`src/rtl/game_flow_ctrl.sv`:
```
// Game-flow controller: phase sequencing, BCD score, high score and lives,
// plus the sprite enable/blink qualifiers, all timed in frames.
module game_flow_ctrl #(
    parameter int NUM_LIVES       = 3,
    parameter int MAX_NUM_LIVES   = 10,
    parameter int SCORE_DIGITS    = 6,
    parameter int BONUS_DIGIT     = 2,
    parameter int TITLE_FRAMES    = 255,
    parameter int DEATH_FRAMES    = 60,
    parameter int RESPAWN_FRAMES  = 90,
    parameter int BLINK_LOG2      = 3,
    parameter int GAMEOVER_FRAMES = 300
) (
    input  logic                               clk,
    input  logic                               reset,
    input  logic                               frame_pulse,
    input  logic                               start,
    input  logic                               collision,
    input  logic                               add_points,
    input  logic [7:0]                         points,
    output logic [2:0]                         state,
    output logic [$clog2(MAX_NUM_LIVES+1)-1:0] lives,
    output logic [SCORE_DIGITS*4-1:0]          score,
    output logic [SCORE_DIGITS*4-1:0]          high_score,
    output logic [7:0]                         title_scale,
    output logic                               ship_enable,
    output logic                               ship_visible,
    output logic                               invulnerable,
    output logic                               game_over,
    output logic                               bonus_pulse
);

    localparam int LW   = $clog2(MAX_NUM_LIVES + 1);
    localparam int SW   = SCORE_DIGITS * 4;
    localparam int UW   = (SCORE_DIGITS - BONUS_DIGIT) * 4;
    localparam int M0   = (DEATH_FRAMES > RESPAWN_FRAMES) ? DEATH_FRAMES : RESPAWN_FRAMES;
    localparam int M1   = (M0 > GAMEOVER_FRAMES) ? M0 : GAMEOVER_FRAMES;
    localparam int MAXF = (M1 > TITLE_FRAMES) ? M1 : TITLE_FRAMES;
    localparam int FW   = $clog2(MAXF + 1);

    typedef enum logic [2:0] {
        S_TITLE     = 3'd0,
        S_PLAY      = 3'd1,
        S_DYING     = 3'd2,
        S_RESPAWN   = 3'd3,
        S_GAME_OVER = 3'd4
    } state_e;

    state_e        state_q, state_d;
    logic [FW-1:0] frame_q, frame_d;
    logic [7:0]    title_q, title_d;
    logic [LW-1:0] lives_q, lives_d;
    logic [SW-1:0] score_q, score_d;
    logic [SW-1:0] hs_q, hs_d;
    logic [SW-1:0] sum, pts;
    logic [UW-1:0] upper_q, upper_d;
    logic          start_q;
    logic          bonus_q;
    logic          carry;
    logic [4:0]    dig;
    logic          start_rise, active, coll, bonus_inc;

    assign start_rise = start & ~start_q;
    assign active     = (state_q == S_PLAY) || (state_q == S_DYING) ||
                        (state_q == S_RESPAWN);
    assign coll       = (state_q == S_PLAY) && collision;
    // Upper score field changed since last cycle: one bonus per add.
    assign bonus_inc  = active && (score_q[SW-1 -: UW] != upper_q);

    // Single-cycle ripple BCD adder, saturating at all nines.
    always_comb begin
        pts   = {{(SW-8){1'b0}}, points};
        sum   = '0;
        carry = 1'b0;
        dig   = '0;
        for (int i = 0; i < SCORE_DIGITS; i++) begin
            dig = {1'b0, score_q[i*4 +: 4]} + {1'b0, pts[i*4 +: 4]} + {4'd0, carry};
            carry = (dig > 5'd9);
            if (carry) dig = dig - 5'd10;
            sum[i*4 +: 4] = dig[3:0];
        end
        if (carry) sum = {SCORE_DIGITS{4'h9}};
    end

    always_comb begin
        state_d      = state_q;
        lives_d      = lives_q;
        score_d      = score_q;
        hs_d         = hs_q;
        title_d      = title_q;
        upper_d      = score_q[SW-1 -: UW];
        ship_enable  = 1'b0;
        ship_visible = 1'b0;
        invulnerable = 1'b0;
        game_over    = 1'b0;

        if (add_points && active) score_d = sum;

        if (bonus_inc && coll) begin
            lives_d = lives_q;
        end else if (bonus_inc) begin
            if (lives_q != LW'(MAX_NUM_LIVES)) lives_d = lives_q + 1'b1;
        end else if (coll) begin
            lives_d = lives_q - 1'b1;
        end

        unique case (state_q)
            S_TITLE: begin
                if (frame_pulse && title_q != 8'hFF) title_d = title_q + 8'd1;
                if (start_rise && int'(title_q) >= TITLE_FRAMES) begin
                    state_d = S_PLAY;
                    score_d = '0;
                    upper_d = '0;
                    lives_d = LW'(NUM_LIVES);
                end
            end
            S_PLAY: begin
                ship_enable  = 1'b1;
                ship_visible = 1'b1;
                if (coll) begin
                    state_d = (lives_q == LW'(1) && !bonus_inc) ? S_GAME_OVER : S_DYING;
                end
            end
            S_DYING: begin
                if (frame_pulse && frame_q == FW'(DEATH_FRAMES - 1)) state_d = S_RESPAWN;
            end
            S_RESPAWN: begin
                ship_enable  = 1'b1;
                invulnerable = 1'b1;
                ship_visible = ~frame_q[BLINK_LOG2];
                if (frame_pulse && frame_q == FW'(RESPAWN_FRAMES - 1)) state_d = S_PLAY;
            end
            S_GAME_OVER: begin
                game_over = 1'b1;
                if (start_rise || (frame_pulse && frame_q == FW'(GAMEOVER_FRAMES - 1))) begin
                    state_d = S_TITLE;
                    title_d = '0;
                end
            end
            default: state_d = S_TITLE;
        endcase

        if (state_d == S_GAME_OVER && state_q != S_GAME_OVER && score_d > hs_q) hs_d = score_d;
    end

    always_comb begin
        frame_d = frame_q;
        if (state_d != state_q) frame_d = '0;
        else if (frame_pulse)   frame_d = frame_q + 1'b1;
    end

    always_ff @(posedge clk) begin
        if (reset) begin
            state_q <= S_TITLE;
            frame_q <= '0;
            title_q <= '0;
            lives_q <= '0;
            score_q <= '0;
            hs_q    <= '0;
            upper_q <= '0;
            start_q <= 1'b1;
            bonus_q <= 1'b0;
        end else begin
            state_q <= state_d;
            frame_q <= frame_d;
            title_q <= title_d;
            lives_q <= lives_d;
            score_q <= score_d;
            hs_q    <= hs_d;
            upper_q <= upper_d;
            start_q <= start;
            bonus_q <= bonus_inc;
        end
    end

    assign state       = state_q;
    assign lives       = lives_q;
    assign score       = score_q;
    assign high_score  = hs_q;
    assign title_scale = title_q;
    assign bonus_pulse = bonus_q;

endmodule

```
`config.mk`:
```
export PLATFORM = sky130hd
export DESIGN_NAME = game_flow_ctrl
export DESIGN_NICKNAME = d
export VERILOG_FILES = /design/src/rtl/game_flow_ctrl.sv
export SDC_FILE = /design/constraint.sdc
export NUM_CORES = 1
export LEC_CHECK = 0
export BUFFER_PORTS_ARGS = -buffer_cell sky130_fd_sc_hd__buf_4
export CELL_PAD_IN_SITES_DETAIL_PLACEMENT = 0
export CELL_PAD_IN_SITES_GLOBAL_PLACEMENT = 1
export CORE_ASPECT_RATIO = 1.4
export CORE_MARGIN = 10
export CORE_UTILIZATION = 44
export CTS_CLUSTER_SIZE = 16
export DETAILED_ROUTE_END_ITERATION = 8
export PLACE_DENSITY_LB_ADDON = 0.2
export SLEW_MARGIN = 20
export SYNTH_ARGS = -nofsm -noshare
export SYNTH_HDL_FRONTEND = slang
export SYNTH_SLANG_ARGS = --single-unit
export TNS_END_PERCENT = 10
```
`constraint.sdc`:
```
create_clock -name clk -period 13.1 [get_ports clk]
set_input_delay 1.965 -clock clk [delete_from_list [all_inputs] [get_ports clk]]
set_output_delay 1.965 -clock clk [all_outputs]
set_load 0.005 [all_outputs]
```
==> Yosys cells after proc, flatten, opt, wreduce, memory -nomap -nowiden <==
Index checks and enable logic that the tools add are counted.
{ "word_totals": {"out_inout_bits": 68, "mem_count": 0, "regBits": 90, "word_cells": 104, "ramBits": 0, "in_bits": 14, "mem_bits_ro": 0, "latchBits": 0} }
{ "op_classes": {"multipliers": 0, "muxes": 31, "n_eq_ne": 16, "div_mod_pow": 0, "bitwise": 3, "add_sub_neg": 16, "shifts": 0, "n_reduce_logical": 21, "n_lt_le_gt_ge": 8} }
{ "op_table": {"columns": ["cell", "n"], "rows": [
  ["$mux W24", 4],
  ["$mux W4", 11],
  ["$mux W16", 2],
  ["$gt A5 B4 Y1 const B", 6],
  ["$gt A24 B24 Y1", 1],
  ["$add A4 B1 Y5", 4],
  ["$sub A4 B4 Y4 const B", 5],
  ["$mux W3", 6],
  ["$mux W8", 2],
  ["$ne A16 B16 Y1", 1],
  ["$pmux W8 S2", 1],
  ["$pmux W3 S5", 1],
  ["$logic_and A1 B1 Y1", 12],
  ["$add A4 B4 Y5", 2],
  ["$add A9 B1 Y9 const B", 1],
  ["$eq A9 B6 Y1 const B", 1],
  ["$eq A9 B7 Y1 const B", 1],
  ["$eq A9 B9 Y1 const B", 1],
  ["$add A8 B1 Y8 const B", 1],
  ["$ge A8 B8 Y1 const B", 1],
  ["$ne A8 B8 Y1 const B", 1],
  ["$eq A3 B2 Y1 const B", 2],
  ["$eq A3 B3 Y1 const B", 2],
  ["$add A5 B1 Y5", 1],
  ["other kinds (18)", 25]
]} }

==> Logic depth before layout (Yosys ltp) <==
{ "depth": {"word_depth": 18, "mapped_depth": 49} }

==> Worst setup path after synthesis <==
OpenSTA, ideal clock, no wires.
{ "synth_path": {"path_type": "input port to flip-flop", "from": "in points[0]", "to": "reg hs_q[13] (netlist: high_score[13])", "path_slack_ns": 1.119, "n_path_buf": 3, "stages": 47, "arrival_time_ns": 11.861, "setup_ns": 0.121, "cell_sequence": "ha_1 -> fa_1 -> xnor2_1 -> ha_1 -> nor2b_1 -> a2111o_1 -> nand2_1 -> fa_1 -> fa_1 -> xnor2_1 -> and2_1 -> o31ai_1 -> ha_1 -> ha_1 -> nor2b_1 -> nor2_1 -> o22ai_1 -> a31oi_1 -> [... 11 more ...] -> o221ai_1 -> inv_1 -> ha_1 -> ha_1 -> nand2b_1 -> or3_1 -> and3_1 -> clkbuf_1 -> a311o_1 -> o21a_1 -> inv_1 -> ha_1 -> a211oi_1 -> a211oi_1 -> o21ai_0 -> nand2_1 -> o21ai_4 -> mux2_2"} }
{ "synth_between": {"elab_chain_len": 18, "word_cells_on_any_way": 28, "cone_classes": "add/sub (11); order compare (7); mux (9); reduce/logical (1)"} }
{ "synth_rtl": {"columns": ["item", "line_no", "rtl"], "rows": [
  ["from (decl)", "20", "input logic [7:0] points,"],
  ["$add A4 B4 Y5 (*)", "77", "dig = {1'b0, score_q[i*4 +: 4]} + {1'b0, pts[i*4 +: 4]} + {4'd0, carry};"],
  ["$gt A5 B4 Y1", "78", "carry = (dig > 5'd9);"],
  ["$add A5 B1 Y5", "77", null],
  ["$gt A5 B4 Y1", "78", null],
  ["$add A4 B1 Y5", "77", null],
  ["$gt A5 B4 Y1", "78", null],
  ["$add A4 B1 Y5", "77", null],
  ["$gt A5 B4 Y1", "78", null],
  ["[... 3 more ...]", null, null],
  ["$gt A5 B4 Y1", "78", null],
  ["$mux W24 (*)", "82", "if (carry) sum = {SCORE_DIGITS{4'h9}};"],
  ["$mux W24 (*)", "97", "if (add_points && active) score_d = sum;"],
  ["$mux W24", "110", "if (start_rise && int'(title_q) >= TITLE_FRAMES) begin"],
  ["$mux W24 (*)", "107", "unique case (state_q)"],
  ["named net score_d[2]", "53", "logic [SW-1:0] score_q, score_d;"],
  ["$gt A24 B24 Y1 (*)", "143", "if (state_d == S_GAME_OVER && state_q != S_GAME_OVER && score_d > hs_q) hs_d = score_d;"],
  ["$logic_and A1 B1 Y1 (*)", "143", null],
  ["to (signal assigned)", "169", "hs_q <= hs_d;"],
  ["to (decl)", "54", "logic [SW-1:0] hs_q, hs_d;"]
]} }
The timed path passes the listed nets; every way through them passes the cells marked *.
A chain may end at the register's enable or synchronous reset.

==> Worst setup path in the final report <==
{ "layout_path": {"from": "in points[0]", "to": "reg hs_q[19] (netlist: high_score[19])"} }
{ "layout_between": {"elab_chain_len": 18, "word_cells_on_any_way": 28, "cone_classes": "add/sub (11); order compare (7); mux (9); reduce/logical (1)"} }
{ "layout_rtl": {"columns": ["item", "line_no"], "rows": [
  ["$add A4 B4 Y5 (*)", "77"],
  ["$gt A5 B4 Y1 (*)", "78"],
  ["$add A5 B1 Y5 (*)", "77"],
  ["$gt A5 B4 Y1 (*)", "78"],
  ["$add A4 B1 Y5 (*)", "77"],
  ["$gt A5 B4 Y1 (*)", "78"],
  ["$add A4 B1 Y5 (*)", "77"],
  ["$gt A5 B4 Y1 (*)", "78"],
  ["[... 3 more ...]", null],
  ["$gt A5 B4 Y1", "78"],
  ["$mux W24 (*)", "82"],
  ["$mux W24 (*)", "97"],
  ["$mux W24", "110"],
  ["$mux W24 (*)", "107"],
  ["named net score_d[20]", "53"],
  ["$gt A24 B24 Y1 (*)", "143"],
  ["$logic_and A1 B1 Y1 (*)", "143"]
]} }
Marked as above.

==> reports/qor.yml <==
cts_sinks: 90
seq_area_frac_synth_pct: 29.54
yosysMostFrequentCell: "dfxtp_1"
netlist_area_sq_mm: 0.006098
final_util_pct: 53.04
synth_cell_type_count: 73
cts_tree: "yes"
fin_crit_sh_pct: 93.75
cap_viol_max_count: 0
required_ns: 13.34
dr.pass1.iters: 4
synth_nets: 821
yosysWarnings: 0
ant_nets: 0
whs_path_depth: 2
p_clk_share_pct: 43.3
wl_per_cell_um: 17.48
route.detailed.drc: 0
fin_skew_ns: 0.008385
grt_pass1_vias: 5601
antenna_found_initial: 0
clk_pin_slew_ns: 0.07
postCtsHoldBufs: 0
hpwlAfterDp_um: 13390
core.rowCount: 50
period_needed_ns: 12.28
crit_type: "in -> reg"
setup_tns_ns: 0
vias: 5618
die_w_um: 119.5
end_kind: "flop"
cp_slowest_stage_delay_ns: 0.47
power_frac_comb_pct: 8.5
layout.nets: 887
finalHoldViolCount: 0
power.density_mw_per_mm2: 81.01
drive_gt1_share_pct: 17.72
ios: 82
critical_path_arrival_ns: 12.52
start_util_pct: 45.13
cts-root-buf: "clkbuf_16"
p_sw_mw: 0.1525
clock_path_buffers: 2
synth-async-reset-ratio_pct: 0
cp_max_fo: 10
synth-xor-area-share_pct: 5.581
cp_common_cell: "ha_1"
synth_edf_count: 0
synth_adder_area_share_pct: 11.45
netlist.area_leader.share_pct: 29.54
synth_ff_type: "dfxtp_1"
fillers: 1346
ys_ff_latch: 90
switching_share_pct: 26.27
start_kind: "input pin"
synth_mux_area_share_pct: 4.842
insertion_delay_ns: 0.35
n_antenna_cell: 0
core_area_sq_mm: 0.01351
crit_path_top_delay_cell: "ha_2"
grt_pass1_wl_um: 28410
status: "complete, no violations"
grt_max_degree: 33
power_mw: 0.5806
gp_congestion: 0.9314
fmax_mhz: 81.42
synth_top_cell_by_area: "dfxtp_1"
relSlewSlack_pct: 29.42
synth_simple_gate_area_share_pct: 23.49
synth.top_cells.by_area: "dfxtp_1 30%, ha_1 10%, nor2_1 5.2%, xnor2_1 3.7%, a21oi_1 3.7%"
intPower_mw: 0.4281
cts_inserted_buffers: 9
vdd_drop_max_mv: 0.05166
synth_top_family_by_area: "simple AND/OR/NAND/NOR gates"
die_h_um: 159.3
h-tree-depth: 3
dieArea_sq_mm: 0.01904
grt_overflow_total: 0
ff2ff_path_depth: 45
portBuffers: 81
power_frac_seq_pct: 48.1
drt_iter0_drc: 325
synth_compound_area_share_pct: 18.57
hp-class: "reg -> reg"
grt_usage_pct: 18.13
area_growth_syn_to_layout_pct: 17.52
via_per_inst: 5.584
p_leak_nw: 3.195
wl_um: 17590
synth_common_cells: "90 x dfxtp_1, 84 x nor2_1, 58 x inv_1"
syn_area_per_cell_sq_um: 8.099
worst_pin_slew_ns: 1.058
finalSetupViolations: 0
syn_inst: 753
timing.final.max_slew_violations: 0
holdWs_ns: 0.4868
[power by group through the flow]
stage                     Sequential [mW]  Clock (mW)  Combinational, mW
after floorplan                     0.285           0             0.0333
after global placement              0.286           0             0.0477
after detailed placement            0.286           0             0.0486
after CTS                           0.279       0.257             0.0488
after global routing                0.280       0.269             0.0556
final                               0.279       0.252             0.0495
[worst max-delay path: cells and delay by family]
family	cells	cell delay [ns]
adder cells (fa/ha/maj)	14	4.48
AND/OR/NAND/NOR	16	3.13
AO/OA/AOI/OAI	9	1.45
multiplexers	2	0.69
XOR/XNOR	2	0.45
buffers and inverters	3	0.34
[routing by layer]
metal | up-vias | track usage [%] | share of wire [%]
met4 | 0 | 5.611 | 2.1
li1 | 2783 | - | -
met5 | - | 0 | 0
met2 | 130 | 33.00 | 53
met1 | 2679 | 20.25 | 40
met3 | 26 | 3.935 | 4.9
[through the flow]
| stage | area [sq um] | worst slack, ns | instances |
|---|---|---|---|
| floorplan | 6098 | 1.119 | 753 |
| global placement | 6835 | 0.4382 | 988 |
| detailed placement | 6835 | -0.001152 | 988 |
| CTS | 7112 | 0.3546 | 1004 |
| global route | 7167 | -0.02120 | 1006 |
| finish | 7167 | 0.8184 | 1006 |
[layout make-up]
class	instances	area, sq um	share of cell area, %
multi-input combinational	566	3929	54.82
sequential	90	1802	25.14
timing repair buffer	93	710.7	9.916
clock buffer	10	229.0	3.195
tap	182	227.7	3.177
inverter	59	221.5	3.090
clock inverter	6	47.55	0.6634
[registers in the layout, summed over array words and instances, names as in the netlist]
signal       cells
high_score      24
upper_q         16
start_q          1
frame_q          9
bonus_pulse      1
state            3
title_scale      8
lives            4
score           24
[cells in the final DEF (no fill, tap or decap), types with 8 or more instances in the layout]
cell type,instances
buf_4,92
dfxtp_1,90
nor2_1,83
inv_1,58
nand2_1,55
ha_1,48
a21oi_1,45
o21ai_0,33
xnor2_1,26
nand4_1,22
and2_1,21
nand3_1,19
mux2i_1,16
or3_1,15
o211ai_1,12
mux2_2,12
nor2b_1,11
xor2_1,11
clkbuf_16,9
nand2b_1,8
o21a_1,8
[worst paths after layout]
kind,from,end,slack (ns)
max,points[0],high_score[19],0.82
min,high_score[8],high_score[8],0.49
max reg2reg,score[0],high_score[19],2.20
min reg2reg,high_score[8],high_score[8],0.49
[kinds of logic (layout without fill, tap and decap cells)]
group	after synthesis	in the layout
AOI/OAI and AO/OA	167	167
xor gates and xnor gates	38	38
adders and majority gates	54	54
and+or+nand+nor	279	279
muxes	28	28
buffers and inverters	97	168
DFF	90	90
[timing repair]
item,in CTS,in global routing
resized for setup,0,6
endpoints found under the setup margin,0,24
buffers inserted,0,2
Power figures use the tool's default switching activity.
